### config.mk
export PLATFORM = sky130hd
export DESIGN_NAME = dev_endpoint_flat
export DESIGN_NICKNAME = d
export VERILOG_FILES = /design/src/rtl/ep_pkg.sv /design/src/rtl/dev_endpoint_if.sv /design/src/rtl/ep_fifo.sv /design/src/rtl/dev_endpoint.sv /design/src/flat_wrapper.sv
export SDC_FILE = /design/constraint.sdc
export NUM_CORES = 1
export LEC_CHECK = 0
export ABC_AREA = 0
export CAP_MARGIN = 0
export CORE_MARGIN = 2
export CORE_UTILIZATION = 40
export DETAILED_ROUTE_END_ITERATION = 7
export GPL_TIMING_DRIVEN = 1
export SLEW_MARGIN = 20
export SYNTH_ARGS = -nofsm -noshare
export SYNTH_HDL_FRONTEND = slang
export SYNTH_HIERARCHICAL = 1
export SYNTH_SLANG_ARGS = --single-unit
### constraint.sdc
create_clock -name clk_i -period 2.3 [get_ports clk_i]
set_clock_uncertainty 0.2 [all_clocks]
set_input_delay 0.69 -clock clk_i [delete_from_list [all_inputs] [get_ports clk_i]]
set_output_delay 0.69 -clock clk_i [all_outputs]
set_load 0.01 [all_outputs]
### src/rtl/ep_pkg.sv
// Shared types and constants for the device endpoint: destination width and the
// TX/RX handshake state encodings.
package ep_pkg;

    localparam int ADR_W = 3;

    typedef enum logic [1:0] {
        IDLE,
        LOAD,
        REQ,
        GAP
    } tx_state_t;

    typedef enum logic [1:0] {
        RIDLE,
        RACK,
        RWAIT
    } rx_state_t;

endpackage

### src/rtl/dev_endpoint_if.sv
// Switch-port side of the endpoint: TX frame handshake (validtx/acktx) and
// RX frame handshake (validrx/ackrx). The endpoint is the master.
interface dev_endpoint_if #(
    parameter int DW = 4
);

    logic                        validtx_o;
    logic [ep_pkg::ADR_W-1:0]    adr_o;
    logic [DW-1:0]               dat_o;
    logic                        acktx_i;
    logic                        validrx_i;
    logic [DW+ep_pkg::ADR_W-1:0] dat_i;
    logic                        ackrx_o;

    modport master (
        output validtx_o, adr_o, dat_o, ackrx_o,
        input  acktx_i, validrx_i, dat_i
    );

    modport slave (
        input  validtx_o, adr_o, dat_o, ackrx_o,
        output acktx_i, validrx_i, dat_i
    );

endinterface

### src/rtl/ep_fifo.sv
// Show-ahead synchronous FIFO; pointers carry an extra MSB to tell full from empty.
// A push while full is accepted when a pop happens in the same cycle.
module ep_fifo #(
    parameter int W     = 7,
    parameter int DEPTH = 4
) (
    input  logic         clk_i,
    input  logic         rst_i,
    input  logic         push,
    input  logic [W-1:0] wdata,
    input  logic         pop,
    output logic [W-1:0] rdata,
    output logic         full,
    output logic         empty
);

    localparam int AW = $clog2(DEPTH);

    logic [W-1:0] mem [DEPTH];
    logic [AW:0]  wptr;
    logic [AW:0]  rptr;
    logic         do_push;
    logic         do_pop;

    assign empty   = (wptr == rptr);
    assign full    = (wptr[AW] != rptr[AW]) && (wptr[AW-1:0] == rptr[AW-1:0]);
    assign do_pop  = pop && !empty;
    assign do_push = push && (!full || do_pop);
    // Empty reads as zero so the host data output is clean out of reset.
    assign rdata   = empty ? '0 : mem[rptr[AW-1:0]];

    always_ff @(posedge clk_i or negedge rst_i) begin
        if (!rst_i) begin
            wptr <= '0;
            rptr <= '0;
        end else begin
            if (do_push) wptr <= wptr + 1'b1;
            if (do_pop)  rptr <= rptr + 1'b1;
        end
    end

    always_ff @(posedge clk_i) begin
        if (do_push) mem[wptr[AW-1:0]] <= wdata;
    end

endmodule

### src/rtl/dev_endpoint.sv
// Device endpoint: host TX FIFO feeding the port's validtx/acktx handshake, and
// port frames captured via validrx/ackrx into a host-readable RX FIFO.
module dev_endpoint
    import ep_pkg::*;
#(
    parameter int DW      = 4,
    parameter int TXDEPTH = 4,
    parameter int RXDEPTH = 4,
    parameter int TIMEOUT = 15
) (
    input  logic                  clk_i,
    input  logic                  rst_i,
    input  logic                  host_wr_i,
    input  logic [ADR_W-1:0]      host_adr_i,
    input  logic [DW-1:0]         host_dat_i,
    output logic                  host_full_o,
    input  logic                  host_rd_i,
    output logic [DW+ADR_W-1:0]   host_dat_o,
    output logic                  host_empty_o,
    input  logic                  host_clr_i,
    output logic                  tx_timeout_o,
    output logic                  host_ovf_o,
    dev_endpoint_if.master        pif
);

    localparam int FW = DW + ADR_W;
    localparam int CW = $clog2(TIMEOUT + 1);
    localparam logic [CW-1:0] TMO_MAX = CW'(TIMEOUT);

    tx_state_t      tx_state;
    rx_state_t      rx_state;
    logic [CW-1:0]  tmo_cnt;
    logic [FW-1:0]  tx_head;
    logic           tx_empty;
    logic           tx_pop;
    logic           rx_full;
    logic           rx_push;
    logic           ovf_set;
    logic           tmo_set;

    assign tx_pop  = (tx_state == LOAD);
    assign ovf_set = host_wr_i && host_full_o && !tx_pop;
    assign tmo_set = (tx_state == REQ) && (tmo_cnt == TMO_MAX);
    assign rx_push = (rx_state == RIDLE) && pif.validrx_i && !rx_full;

    ep_fifo #(.W(FW), .DEPTH(TXDEPTH)) u_tx_fifo (
        .clk_i (clk_i),
        .rst_i (rst_i),
        .push  (host_wr_i),
        .wdata ({host_adr_i, host_dat_i}),
        .pop   (tx_pop),
        .rdata (tx_head),
        .full  (host_full_o),
        .empty (tx_empty)
    );

    ep_fifo #(.W(FW), .DEPTH(RXDEPTH)) u_rx_fifo (
        .clk_i (clk_i),
        .rst_i (rst_i),
        .push  (rx_push),
        .wdata (pif.dat_i),
        .pop   (host_rd_i),
        .rdata (host_dat_o),
        .full  (rx_full),
        .empty (host_empty_o)
    );

    // TX: the frame stays registered on adr_o/dat_o for as long as the port withholds acktx.
    always_ff @(posedge clk_i or negedge rst_i) begin
        if (!rst_i) begin
            tx_state      <= IDLE;
            pif.validtx_o <= 1'b0;
            pif.adr_o     <= '0;
            pif.dat_o     <= '0;
            tmo_cnt       <= '0;
        end else begin
            case (tx_state)
                IDLE: begin
                    if (!tx_empty) tx_state <= LOAD;
                end
                LOAD: begin
                    pif.adr_o     <= tx_head[FW-1:DW];
                    pif.dat_o     <= tx_head[DW-1:0];
                    pif.validtx_o <= 1'b1;
                    tmo_cnt       <= '0;
                    tx_state      <= REQ;
                end
                REQ: begin
                    if (pif.acktx_i) begin
                        pif.validtx_o <= 1'b0;
                        tmo_cnt       <= '0;
                        tx_state      <= GAP;
                    end else if (tmo_cnt != TMO_MAX) begin
                        tmo_cnt <= tmo_cnt + 1'b1;
                    end
                end
                GAP: begin
                    tx_state <= IDLE;
                end
                default: begin
                    pif.validtx_o <= 1'b0;
                    tmo_cnt       <= '0;
                    tx_state      <= IDLE;
                end
            endcase
        end
    end

    // A set wins over a same-cycle clear.
    always_ff @(posedge clk_i or negedge rst_i) begin
        if (!rst_i) begin
            tx_timeout_o <= 1'b0;
            host_ovf_o   <= 1'b0;
        end else begin
            tx_timeout_o <= tmo_set | (tx_timeout_o & ~host_clr_i);
            host_ovf_o   <= ovf_set | (host_ovf_o & ~host_clr_i);
        end
    end

    // RX: RWAIT waits for validrx to drop so a held request is captured only once.
    always_ff @(posedge clk_i or negedge rst_i) begin
        if (!rst_i) begin
            rx_state    <= RIDLE;
            pif.ackrx_o <= 1'b0;
        end else begin
            case (rx_state)
                RIDLE: begin
                    if (rx_push) begin
                        pif.ackrx_o <= 1'b1;
                        rx_state    <= RACK;
                    end
                end
                RACK: begin
                    pif.ackrx_o <= 1'b0;
                    rx_state    <= RWAIT;
                end
                RWAIT: begin
                    if (!pif.validrx_i) rx_state <= RIDLE;
                end
                default: begin
                    pif.ackrx_o <= 1'b0;
                    rx_state    <= RIDLE;
                end
            endcase
        end
    end

endmodule
### src/flat_wrapper.sv
// flat-port wrapper written by rule: the top's interface ports become plain ports
module dev_endpoint_flat import ep_pkg::*;
#(
    parameter int DW      = 4,
    parameter int TXDEPTH = 4,
    parameter int RXDEPTH = 4,
    parameter int TIMEOUT = 15
)
  (clk_i, rst_i, host_wr_i, host_adr_i, host_dat_i, host_full_o, host_rd_i, host_dat_o, host_empty_o, host_clr_i, tx_timeout_o, host_ovf_o, pif_validtx_o, pif_adr_o, pif_dat_o, pif_ackrx_o, pif_acktx_i, pif_validrx_i, pif_dat_i);
  dev_endpoint_if #(.DW(DW)) pif_i ();
  input  logic clk_i;
  input  logic rst_i;
  input  logic host_wr_i;
  input  logic [ADR_W-1:0] host_adr_i;
  input  logic [DW-1:0] host_dat_i;
  output logic host_full_o;
  input  logic host_rd_i;
  output logic [DW+ADR_W-1:0] host_dat_o;
  output logic host_empty_o;
  input  logic host_clr_i;
  output logic tx_timeout_o;
  output logic host_ovf_o;
  output wire logic [$bits(pif_i.validtx_o)-1:0] pif_validtx_o;
  output wire logic [$bits(pif_i.adr_o)-1:0] pif_adr_o;
  output wire logic [$bits(pif_i.dat_o)-1:0] pif_dat_o;
  output wire logic [$bits(pif_i.ackrx_o)-1:0] pif_ackrx_o;
  input wire logic [$bits(pif_i.acktx_i)-1:0] pif_acktx_i;
  input wire logic [$bits(pif_i.validrx_i)-1:0] pif_validrx_i;
  input wire logic [$bits(pif_i.dat_i)-1:0] pif_dat_i;
  assign pif_validtx_o = pif_i.validtx_o;
  assign pif_adr_o = pif_i.adr_o;
  assign pif_dat_o = pif_i.dat_o;
  assign pif_ackrx_o = pif_i.ackrx_o;
  assign pif_i.acktx_i = pif_acktx_i;
  assign pif_i.validrx_i = pif_validrx_i;
  assign pif_i.dat_i = pif_dat_i;
  dev_endpoint #(.DW(DW), .TXDEPTH(TXDEPTH), .RXDEPTH(RXDEPTH), .TIMEOUT(TIMEOUT)) u_core (.clk_i(clk_i), .rst_i(rst_i), .host_wr_i(host_wr_i), .host_adr_i(host_adr_i), .host_dat_i(host_dat_i), .host_full_o(host_full_o), .host_rd_i(host_rd_i), .host_dat_o(host_dat_o), .host_empty_o(host_empty_o), .host_clr_i(host_clr_i), .tx_timeout_o(tx_timeout_o), .host_ovf_o(host_ovf_o), .pif(pif_i));
endmodule
# Word level (Yosys, flattened, before mapping)
# Memory sizes are Yosys's and may differ from the RTL's.
# Cells that the tools add are included.
[word_totals]
elab_cells = 89
mem_count = 2
in_bits = 21
ff_bits = 31
ramBits = 56
output_inout_bits = 20
[op_classes]
n_mux = 19
n_bitwise = 6
add_sub_neg = 5
n_eq_ne = 18
reduce_logical = 26
[memory_table]
columns = ["name", "words", "word_bits", "rd", "rd_clocked_by_memory_dff", "wr", "line_no", "rtl"]
rows = [
  ["u_core.u_rx_fifo.mem", 4, 7, 1, 0, 1, "ep_fifo.sv:19", "logic [W-1:0] mem [DEPTH];"],
  ["u_core.u_tx_fifo.mem", 4, 7, 1, 0, 1, "ep_fifo.sv:19", ""],
]
[op_table]
columns = ["operator", "n"]
rows = [
  ["2-to-1 mux 7 bit", 2],
  ["adder 3 x 1 -> 3 bit (second input constant)", 4],
  ["logical AND 1 bit", 11],
  ["AND reduction 2 bit", 5],
  ["2-to-1 mux 2 bit", 4],
  ["2-to-1 mux 4 bit", 2],
  ["!= test 2 bit (second input constant)", 4],
  ["one-hot mux 2 bit (4 select lines)", 1],
  ["one-hot mux 4 bit (2 select lines)", 1],
  ["equality test 2 bit (second input constant)", 3],
  ["equality test 3 bit", 2],
  ["2-to-1 mux 1 bit", 6],
  ["one-hot mux 2 bit (3 select lines)", 1],
  ["logical NOT 1 bit", 5],
  ["adder 4 x 1 -> 4 bit (second input constant)", 1],
  ["equality test 2 x 1 -> 1 bit (second input constant)", 2],
  ["equality test 2 bit", 2],
  ["equality test 4 bit (second input constant)", 1],
  ["logical NOT 2 bit", 2],
  ["!= test 4 bit (second input constant)", 1],
  ["one-hot mux 1 bit (2 select lines)", 2],
  ["!= test 3 bit (second input constant)", 1],
  ["bitwise AND 1 bit", 2],
  ["logical OR 1 bit", 2],
  ["other kinds (4)", 7],
]

# Longest topological paths before layout
# Gate-level depths: netlist (run 1).
[logic_depth]
ltp_word = 7
mapped_depth = 7
ltp_nobuf = 6

# By module
# Netlist (run 1), hierarchy kept.
[modules_own_cells]
columns = ["mod", "seq_area_each_um2", "n_inst", "cells_each", "area_each_um2"]
rows = [
  ["ep_fifo at u_core.u_rx_fifo", 991.0, 1, 79, 1550.2],
  ["ep_fifo at u_core.u_tx_fifo", 991.0, 1, 79, 1519.0],
  ["dev_endpoint", 475.5, 1, 73, 870.8],
]

# Worst setup path after synthesis (run 1)
# Ideal clock, no wire load.
[synth_timing]
path_kind = "register -> register"
start = "register u_core.u_rx_fifo.rptr[0]"
end = "memory u_core.u_rx_fifo.mem[3][0], enable pin"
required_ns = 1.781
slack_ns = 0.073
arrival_ns = 1.708
path_buffers = 1
setup_ns = 0.319
synth_period_minus_slack_ns = 2.227
path_stages_with_launch = 8
path_cell_list = "dfrtp_1 -> buf_6 -> xor2_4 -> nor3_1 -> nor4b_2 -> and2_1 -> o41ai_2 -> inv_1"
[synth_via]
elab_chain_len = 7
word_cells_on_any_way = 11
cone_classes = "eq/ne (2); mux (2); reduce/logical (7)"
[synth_rtl]
columns = ["item", "line_no", "rtl"]
rows = [
  ["start: declaration", "ep_fifo.sv:21", "logic [AW:0] rptr;"],
  ["start signal: assignment", "ep_fifo.sv:38", "if (do_pop) rptr <= rptr + 1'b1;"],
  ["equality test 2 bit", "ep_fifo.sv:26", "assign full = (wptr[AW] != rptr[AW]) && (wptr[AW-1:0] == rptr[AW-1:0]);"],
  ["logical AND 1 bit", "ep_fifo.sv:26", ""],
  ["named net u_core.rx_full", "dev_endpoint.sv:36", "logic rx_full;"],
  ["logical NOT 1 bit", "dev_endpoint.sv:44", "assign rx_push = (rx_state == RIDLE) && pif.validrx_i && !rx_full;"],
  ["logical AND 1 bit", "dev_endpoint.sv:44", ""],
  ["named net u_core.rx_push", "dev_endpoint.sv:37", "logic rx_push;"],
  ["logical AND 1 bit", "ep_fifo.sv:28", "assign do_push = push && (!full || do_pop);"],
  ["2-to-1 mux 1 bit", "ep_fifo.sv:43", "if (do_push) mem[wptr[AW-1:0]] <= wdata;"],
  ["2-to-1 mux 1 bit (not written as such)", "ep_fifo.sv:43", ""],
  ["end: declaration", "ep_fifo.sv:19", ""],
]
# The timed path passes the listed nets, and every way through them passes these cells.

# Worst setup path in the final report (run 1)
[layout_timing]
start = "register u_core.u_rx_fifo.rptr[0]"
end = "output port host_dat_o[0]"
[layout_via]
elab_chain_len = 2
word_cells_on_any_way = 3
cone_classes = "eq/ne (1); mux (1); memory (1)"
[layout_rtl]
columns = ["item", "line_no", "rtl"]
rows = [
  ["memory read (4 x 7 bit) or equality test 3 bit (tied branches)", "--", ""],
  ["2-to-1 mux 7 bit (*)", "ep_fifo.sv:30", "assign rdata = empty ? '0 : mem[rptr[AW-1:0]];"],
  ["end: declaration", "flat_wrapper.sv:18", "output logic [DW+ADR_W-1:0] host_dat_o;"],
]
# Mark *: on every way between the ends. The rest lies on a longest branch, timed or not.

==> summary.md, run 1 <==
| Metric | Value |
|---|---|
| Area delta synth->final | `29.8%` |
| Die area | `10700 sq um` |
| Initial antenna violation count | `0` |
| Power Density | `1420 nW/um^2` |
| H-tree levels | `3` |
| Status | `finished, violations left` |
| Maxcap violations | `0` |
| Syn Area/Cell | `17.1 sq um` |
| Number of global-route vias before repair | `2268` |
| Routed wire length | `6860 microns` |
| Wl on met1 | `3020 microns` |
| Hpwl dp | `4750 microns` |
| WL met3 | `235 microns` |
| DRC | `0` |
| RSZ-0062 raised after global routing | `yes` |
| Crit Path Category | `flop to output pin` |
| CP max stage delay | `0.50 ns` |
| DR WL/cell | `15.0 microns` |
| Clock transition at path regs | `0.09 ns` |
| Final worst-path cycle share | `113%` |
| Critical Path AT | `1.71 ns` |
| Least-Margin Pin Slew | `0.470 ns` |
| Critical-path top delay cell | `mux4_2` |
| Rel. slew slack | `68.2%` |
| Final worst path period need | `2.60 ns` |
| CP required | `1.41 ns` |
| Synth area leader | `edfxtp_1` |
| Final antenna-violating net count | `0` |
| Total global-route track usage | `14.4%` |
| Design Area, Final | `5110 sq um` |
| # IOs | `41` |
| Std-Cell Rows | `36` |
| Final setup fails | `8` |
| GPL Wtd Cong | `0.718` |
| Startpoint types | `flop` |
| Synth Warn # | `6` |
| Slew Viols, Final | `0` |
| Critical Path Fanout Max | `6` |
| VDD IR max | `0.620 mV` |
| Max Clk Rate | `385 MHz` |
| Final hold vios | `0` |
| Hold Crit Class | `flop to flop` |
| CTS tree | `built` |
| CP Buf/Inv Count | `2` |
| Die width | `103 microns` |
| First-pass GRT wire length | `11300 microns` |
| DR top layer | `met4` |
| Finished Layout Cells | `458` |
| Die height | `103 microns` |
| EDFF count, synth | `56` |
| Drt first pass iters | `4` |
| Final #Nets | `356` |
| Ys async rst share | `35.6%` |
| Iteration-0 DRC Markers | `97` |
| I/O Buffers | `40` |
| Leading cell type in the layout, fill and taps excluded | `edfxtp_1` |
| Register bit total from synthesis | `87` |
| Core Footprint | `9680 sq um` |
| Initial core utilization | `40.7%` |
| Grt total ovfl | `0` |
| Later-pin clock latency in the skew report | `0.36 ns` |
| Worst setup margin | `-0.297 ns` |
| CP endpoint kind | `output pin` |
| Via/cell ratio | `4.83` |
| Metal2 WL | `3490 microns` |
| Syn_nets | `267` |
| Most used DFF post-synth | `edfxtp_1` |
| Failing checks | `setup timing` |
| Largest net degree at the start of global routing | `32` |
| Share of cells above drive strength 1 | `32.6%` |
| Routed via count | `2210` |
| Tot Pwr | `7.27 mW` |
| Placed Cells | `437` |
| Area fraction of the dominant cell type after synthesis | `42.7%` |
| Mapped Cells | `231` |
| CP top delay family | `multiplexers` |
| Worst-path cell chain | `buf_12 -> mux4_2 -> nor2b_1 -> buf_2` |
| Num CTS Buffers | `9` |
| Sequential-to-total area share from yosys stat | `62.4%` |
| Synth cell types | `48` |
| Ant diodes | `0` |
| Commonest cells after routing, fill and taps aside | `edfxtp_1, buf_4, clkdlybuf4s50_1, dfrtp_1, ha_1` |
| Post-DP Area | `4840 sq um` |
| Root Buffer | `clkbuf_8` |
| Pleak | `1.98 nW` |
| Area contributors post-synth | `edfxtp_1, dfrtp_1, mux4_1` |
| Sink Count | `87` |
| Max clock buf depth | `2` |
| Netlist Area Pre-Place | `3940 sq um` |
==> what timing repair did <==
item,4_1_cts,5_1_grt
gates resized for setup,53,6
hold buffers,0,0
pin swaps,3,3
endpoints found under the setup margin,31,38
endpoints found under the hold margin,0,0
setup buffers,4,1
==> cells by family (layout without fill, tap and decap cells) <==
logic type,count (synthesis),in the layout,share of synthesized area (%)
DFF,87,87,62.4
adders and majority gates,15,15,4.76
and+or+nand+nor,44,44,7.30
muxes,26,26,12.9
xor gates and xnor gates,16,16,5.18
buffers and inverters,19,113,2.51
AOI/OAI and AO/OA,24,24,5.02
==> sequential cells by signal (all words and copies together), names as in the netlist, 2 cells and up <==
signal,flops
u_core/pif.adr_o,3
u_core/tx_state,2
u_core/tmo_cnt,4
u_core/u_rx_fifo/wptr,3
u_core/pif.dat_o,4
u_core/rx_state,2
u_core/u_rx_fifo/rptr,3
u_core/u_tx_fifo/mem,28
u_core/u_tx_fifo/wptr,3
u_core/u_rx_fifo/mem,28
u_core/u_tx_fifo/rptr,3
==> worst reg2reg max path: stages (launching register included) <==
cell and delay [ns]:
dfrtp_1 0.42, buf_12 0.15, xor2_4 0.16, buf_4 0.17, nor3_1 0.07, nor4b_2 0.29, buf_4 0.19, and3_1 0.19
buf_12 0.14
==> report_power, final <==
group          internal, mW  switching, mW  total, mW  leakage, nW
clock network         0.724          0.522       1.25        0.114
logic                  2.01           1.59       3.60        0.982
registers              2.16          0.265       2.42        0.888
==> routing by layer <==
| metal | up-vias | global-route usage, % |
|---|---|---|
| li1 | 1059 | - |
| met1 | 1104 | 17.6 |
| met2 | 37 | 24.2 |
| met3 | 10 | 3.70 |
| met4 | 0 | 6.07 |
| met5 | - | 0 |
==> final timing paths <==
check / to / start / slack (ns) / cells after the start
worst max-delay path: host_dat_o[0] / u_core/u_rx_fifo/rptr[0] / -0.30 / 4
worst min-delay path: u_core/rx_state[0] / u_core/rx_state[0] / 0.28 / 1
worst max register to register: u_core/u_rx_fifo/mem[2][3] / u_core/u_rx_fifo/rptr[0] / 0.03 / 8
worst min register to register: u_core/rx_state[0] / u_core/rx_state[0] / 0.28 / 1
max in group asynchronous: u_core/u_tx_fifo/rptr[1] / rst_i / 1.03 / 2
min in group asynchronous: u_core/u_rx_fifo/rptr[0] / rst_i / 0.53 / 2
==> layout make-up <==
type / count / area, sq um
flip-flops and latches: 87 / 2460
inverters: 13 / 48.8
fillers: 795 / 4570
clock inverters: 5 / 106
well taps: 133 / 166
repair buffers: 84 / 813
multi-input cells: 125 / 1390
clock buffers: 11 / 131
==> cells in the mapped netlist (2+ instances only) <==
cell type,instances
buf_6,3
inv_1,13
mux4_1,14
a31oi_1,2
and3_1,6
dfrtp_1,31
a21oi_1,3
nor2b_1,14
nor3_2,2
o21ai_0,2
nand2b_1,3
o41ai_2,3
mux2_2,10
ha_1,15
and2_1,2
xor2_4,3
xnor2_1,10
nor2_1,2
o22ai_1,3
nor3_1,2
edfxtp_1,56
nand3_1,2
xor2_1,2
nand2_1,4
==> stage by stage <==
step           utilization [%]  setup slack, ns  hold slack [ns]  setup TNS [ns]
2_1_floorplan                -           0.0731            0.194               0
3_3_place_gp              49.9           -0.277            0.266           -8.08
3_5_place_dp              49.9           -0.301            0.276           -8.83
4_1_cts                   52.4           -0.309            0.288           -2.32
5_1_grt                   52.8           -0.349            0.308           -4.06
6_report                  52.8           -0.297            0.282           -2.04
Note: power is estimated with default switching activity, not from simulation.
==> inputs of run 2 (changes only) <==
SYNTH_HIERARCHICAL = not set   (was 1)
==> summary.md, run 2 <==
| Metric | Value |
|---|---|
| Status | `finished, violations left` |
| Failing checks | `setup timing` |
| Leading cell type in the layout, fill and taps excluded | `edfxtp_1` |
| Die width | `100 microns (-3.0%)` |
| Least-Margin Pin Slew | `0.583 ns (+0.113 ns)` |
| Ant diodes | `0 (unchanged)` |
| Initial antenna violation count | `0 (unchanged)` |
| Fin util | `52.3% (-0.52 points)` |
| CTS tree | `built` |
| Routed wire length | `6710 microns (-2.2%)` |
| Hpwl dp | `4680 microns (-1.5%)` |
| Area fraction of the dominant cell type after synthesis | `45.4% (+2.8 points)` |
| Final antenna-violating net count | `0 (unchanged)` |
| Sink Count | `87 (unchanged)` |
| CP endpoint kind | `output pin` |
| Netlist Area Pre-Place | `3700 sq um (-6.1%)` |
| Area delta synth->final | `28.6%` |
| Sequential-to-total area share from yosys stat | `66.4% (+4.0 points)` |
| Synth area leader | `edfxtp_1` |
| Synth Warn # | `0 (-6)` |
| Area contributors post-synth | `edfxtp_1, dfrtp_1, mux4_2` |
| GPL Wtd Cong | `0.729 (+1.6%)` |
| First-pass GRT wire length | `10900 microns (-3.5%)` |
| Commonest cells after routing, fill and taps aside | `edfxtp_1, clkdlybuf4s50_1, dfrtp_1, buf_4` |
| Final hold vios | `0 (unchanged)` |
| Syn_nets | `257 (-3.7%)` |
| Die height | `100 microns (-3.0%)` |
| Maxcap violations | `0 (unchanged)` |
| DRC | `0 (unchanged)` |
| Worst setup margin | `-0.235 ns (+0.0624 ns)` |
| R2r worst-path depth | `5 (-3)` |
| Ys async rst share | `35.6% (unchanged)` |
| Register bit total from synthesis | `87 (unchanged)` |
| Std-Cell Rows | `35 (-2.8%)` |
| Total global-route track usage | `14.4% (+0.083 points)` |
| Most common cell in the netlist | `edfxtp_1` |
| Share of cells above drive strength 1 | `28.2% (-4.4 points)` |
| Number of global-route vias before repair | `2238 (-1.3%)` |
| CTS Hold Bufs | `0 (unchanged)` |
| Mapped Cells | `222 (-3.9%)` |
| Pleak | `1.87 nW (-5.5%)` |
| CP required | `1.41 ns (about the same)` |
| RSZ-0062 raised after global routing | `yes` |
| Drt first pass iters | `4 (unchanged)` |
| Startpoint types | `flop` |
| EDFF count, synth | `56 (unchanged)` |
| Syn Area/Cell | `16.7 sq um (-2.3%)` |
| Power Density | `1360 nW/um^2 (-4.7%)` |
| Root Buffer | `clkbuf_8` |
| Routed via count | `2115 (-4.3%)` |
| Most common library cells after synthesis | `edfxtp_1, dfrtp_1, ha_1, mux4_2, inv_1` |
| Post-DP Area | `4560 sq um (-5.8%)` |
| # IOs | `41 (unchanged)` |
| Die area | `10000 sq um (-5.8%)` |
| Critical Path AT | `1.64 ns (-0.07 ns)` |
| Critical Path Fanout Max | `4 (-2)` |
| Rel. slew slack | `60.6% (-7.6 points)` |
| Final worst-path cycle share | `110% (-2.7 points)` |
| Crit Path Category | `flop to output pin` |
| Largest net degree at the start of global routing | `32 (unchanged)` |
| Initial core utilization | `40.6% (-0.053 points)` |
| DR WL/cell | `15.9 microns (+5.9%)` |
| Max clock buf depth | `2 (unchanged)` |
| Hold_ws | `0.301 ns (+0.0183 ns)` |
| Synth cell types | `47 (-2.1%)` |
| Hold Path Stages | `1 (unchanged)` |
| Final worst path period need | `2.53 ns (-0.0624 ns)` |
| Core Footprint | `9110 sq um (-5.9%)` |
| Grt total ovfl | `0 (unchanged)` |
| Via/cell ratio | `5.00 (+3.6%)` |
| Later-pin clock latency in the skew report | `0.35 ns (about the same)` |
| Slew Viols, Final | `0 (unchanged)` |
| Final setup fails | `8 (unchanged)` |
| Design Area, Final | `4760 sq um (-6.9%)` |
| Hold Crit Class | `flop to flop` |
| I/O Buffers | `40 (unchanged)` |
| Max Clk Rate | `395 MHz (+2.5%)` |
| Most used DFF post-synth | `edfxtp_1` |
| Num CTS Buffers | `9 (unchanged)` |
| VDD IR max | `0.602 mV (-2.9%)` |
| Iteration-0 DRC Markers | `71 (-27%)` |
| Setup TNS | `-1.70 ns (+0.345 ns)` |
| Final #Nets | `342 (-3.9%)` |
| H-tree levels | `3 (unchanged)` |
| Clock transition at path regs | `0.09 ns (about the same)` |
-- run 2: cell count changes in the layout (fill, tap and decap cells not counted), sizes merged, moves of 3 or more --
cell,delta
a21oi,-4
a22o,+7
buf,-6
inv,+5
mux2,-7
nor2b,-6
o41ai,-3
-- run 2: path summary, 6_finish.rpt --
kind                                     startpoint                    endpoint  slack [ns]
setup / recovery           u_core.u_rx_fifo.rptr[0]               host_dat_o[0]       -0.23
hold / removal             u_core.u_tx_fifo.rptr[2]    u_core.u_tx_fifo.rptr[2]        0.30
setup reg to reg           u_core.u_tx_fifo.rptr[2]  u_core.u_tx_fifo.mem[3][6]        0.20
hold reg to reg            u_core.u_tx_fifo.rptr[2]    u_core.u_tx_fifo.rptr[2]        0.30
max in group asynchronous                     rst_i         u_core.pif.dat_o[0]        1.06
min in group asynchronous                     rst_i    u_core.u_tx_fifo.wptr[2]        0.54
-- run 2: area by class of cell --
type / instances / area, sq um
inverter: 14 / 52.6
clock inverter: 7 / 86.3
sequential: 87 / 2460
tap: 111 / 139
clock buffer: 9 / 124
multi-input combinational: 117 / 1180
timing repair buffer: 78 / 721
fill: 767 / 4350
-- run 2: cell families after synthesis --
family / count (synthesis) / synth area share (%)
buf+inv: 18 / 2.10
mux: 20 / 10.3
flops: 87 / 66.4
xor+xnor: 16 / 3.79
compound gates: 29 / 6.32
fa+ha+maj: 14 / 4.73
simple gates: 38 / 6.36
-- run 2: power breakdown --
part	internal, mW	switching (mW)
Combinational	1.62	1.36
Sequential	2.14	0.224
Clock	0.529	0.590
-- run 2: worst max-delay path: stages, from the launching register on --
cell and delay [ns]:
dfrtp_1 0.41, buf_6 0.14, mux4_2 0.48, nor2b_1 0.13, buf_2 0.13
-- run 2: per-stage QoR --
step,power [mW],instances,setup WS (ns)
floorplan,4.02,222,0.0559
global placement,5.40,406,-0.199
detailed placement,5.47,406,-0.233
CTS,6.50,423,-0.271
global route,6.89,423,-0.315
finish,6.46,423,-0.235
-- run 2: routing by layer --
layer,vias up,GRT usage [%],share of wire (%)
li1,1022,-,-
met1,1051,17.6,46
met2,35,24.8,49
met3,7,3.13,3.4
met4,0,6.32,1.5
met5,-,0,0
-- run 2: repair_timing --
action | 4_1_cts | 5_1_grt
pin swaps | 0 | 2
buffers inserted | 1 | 0
gates resized for setup | 38 | 4
setup endpoints to repair | 9 | 9
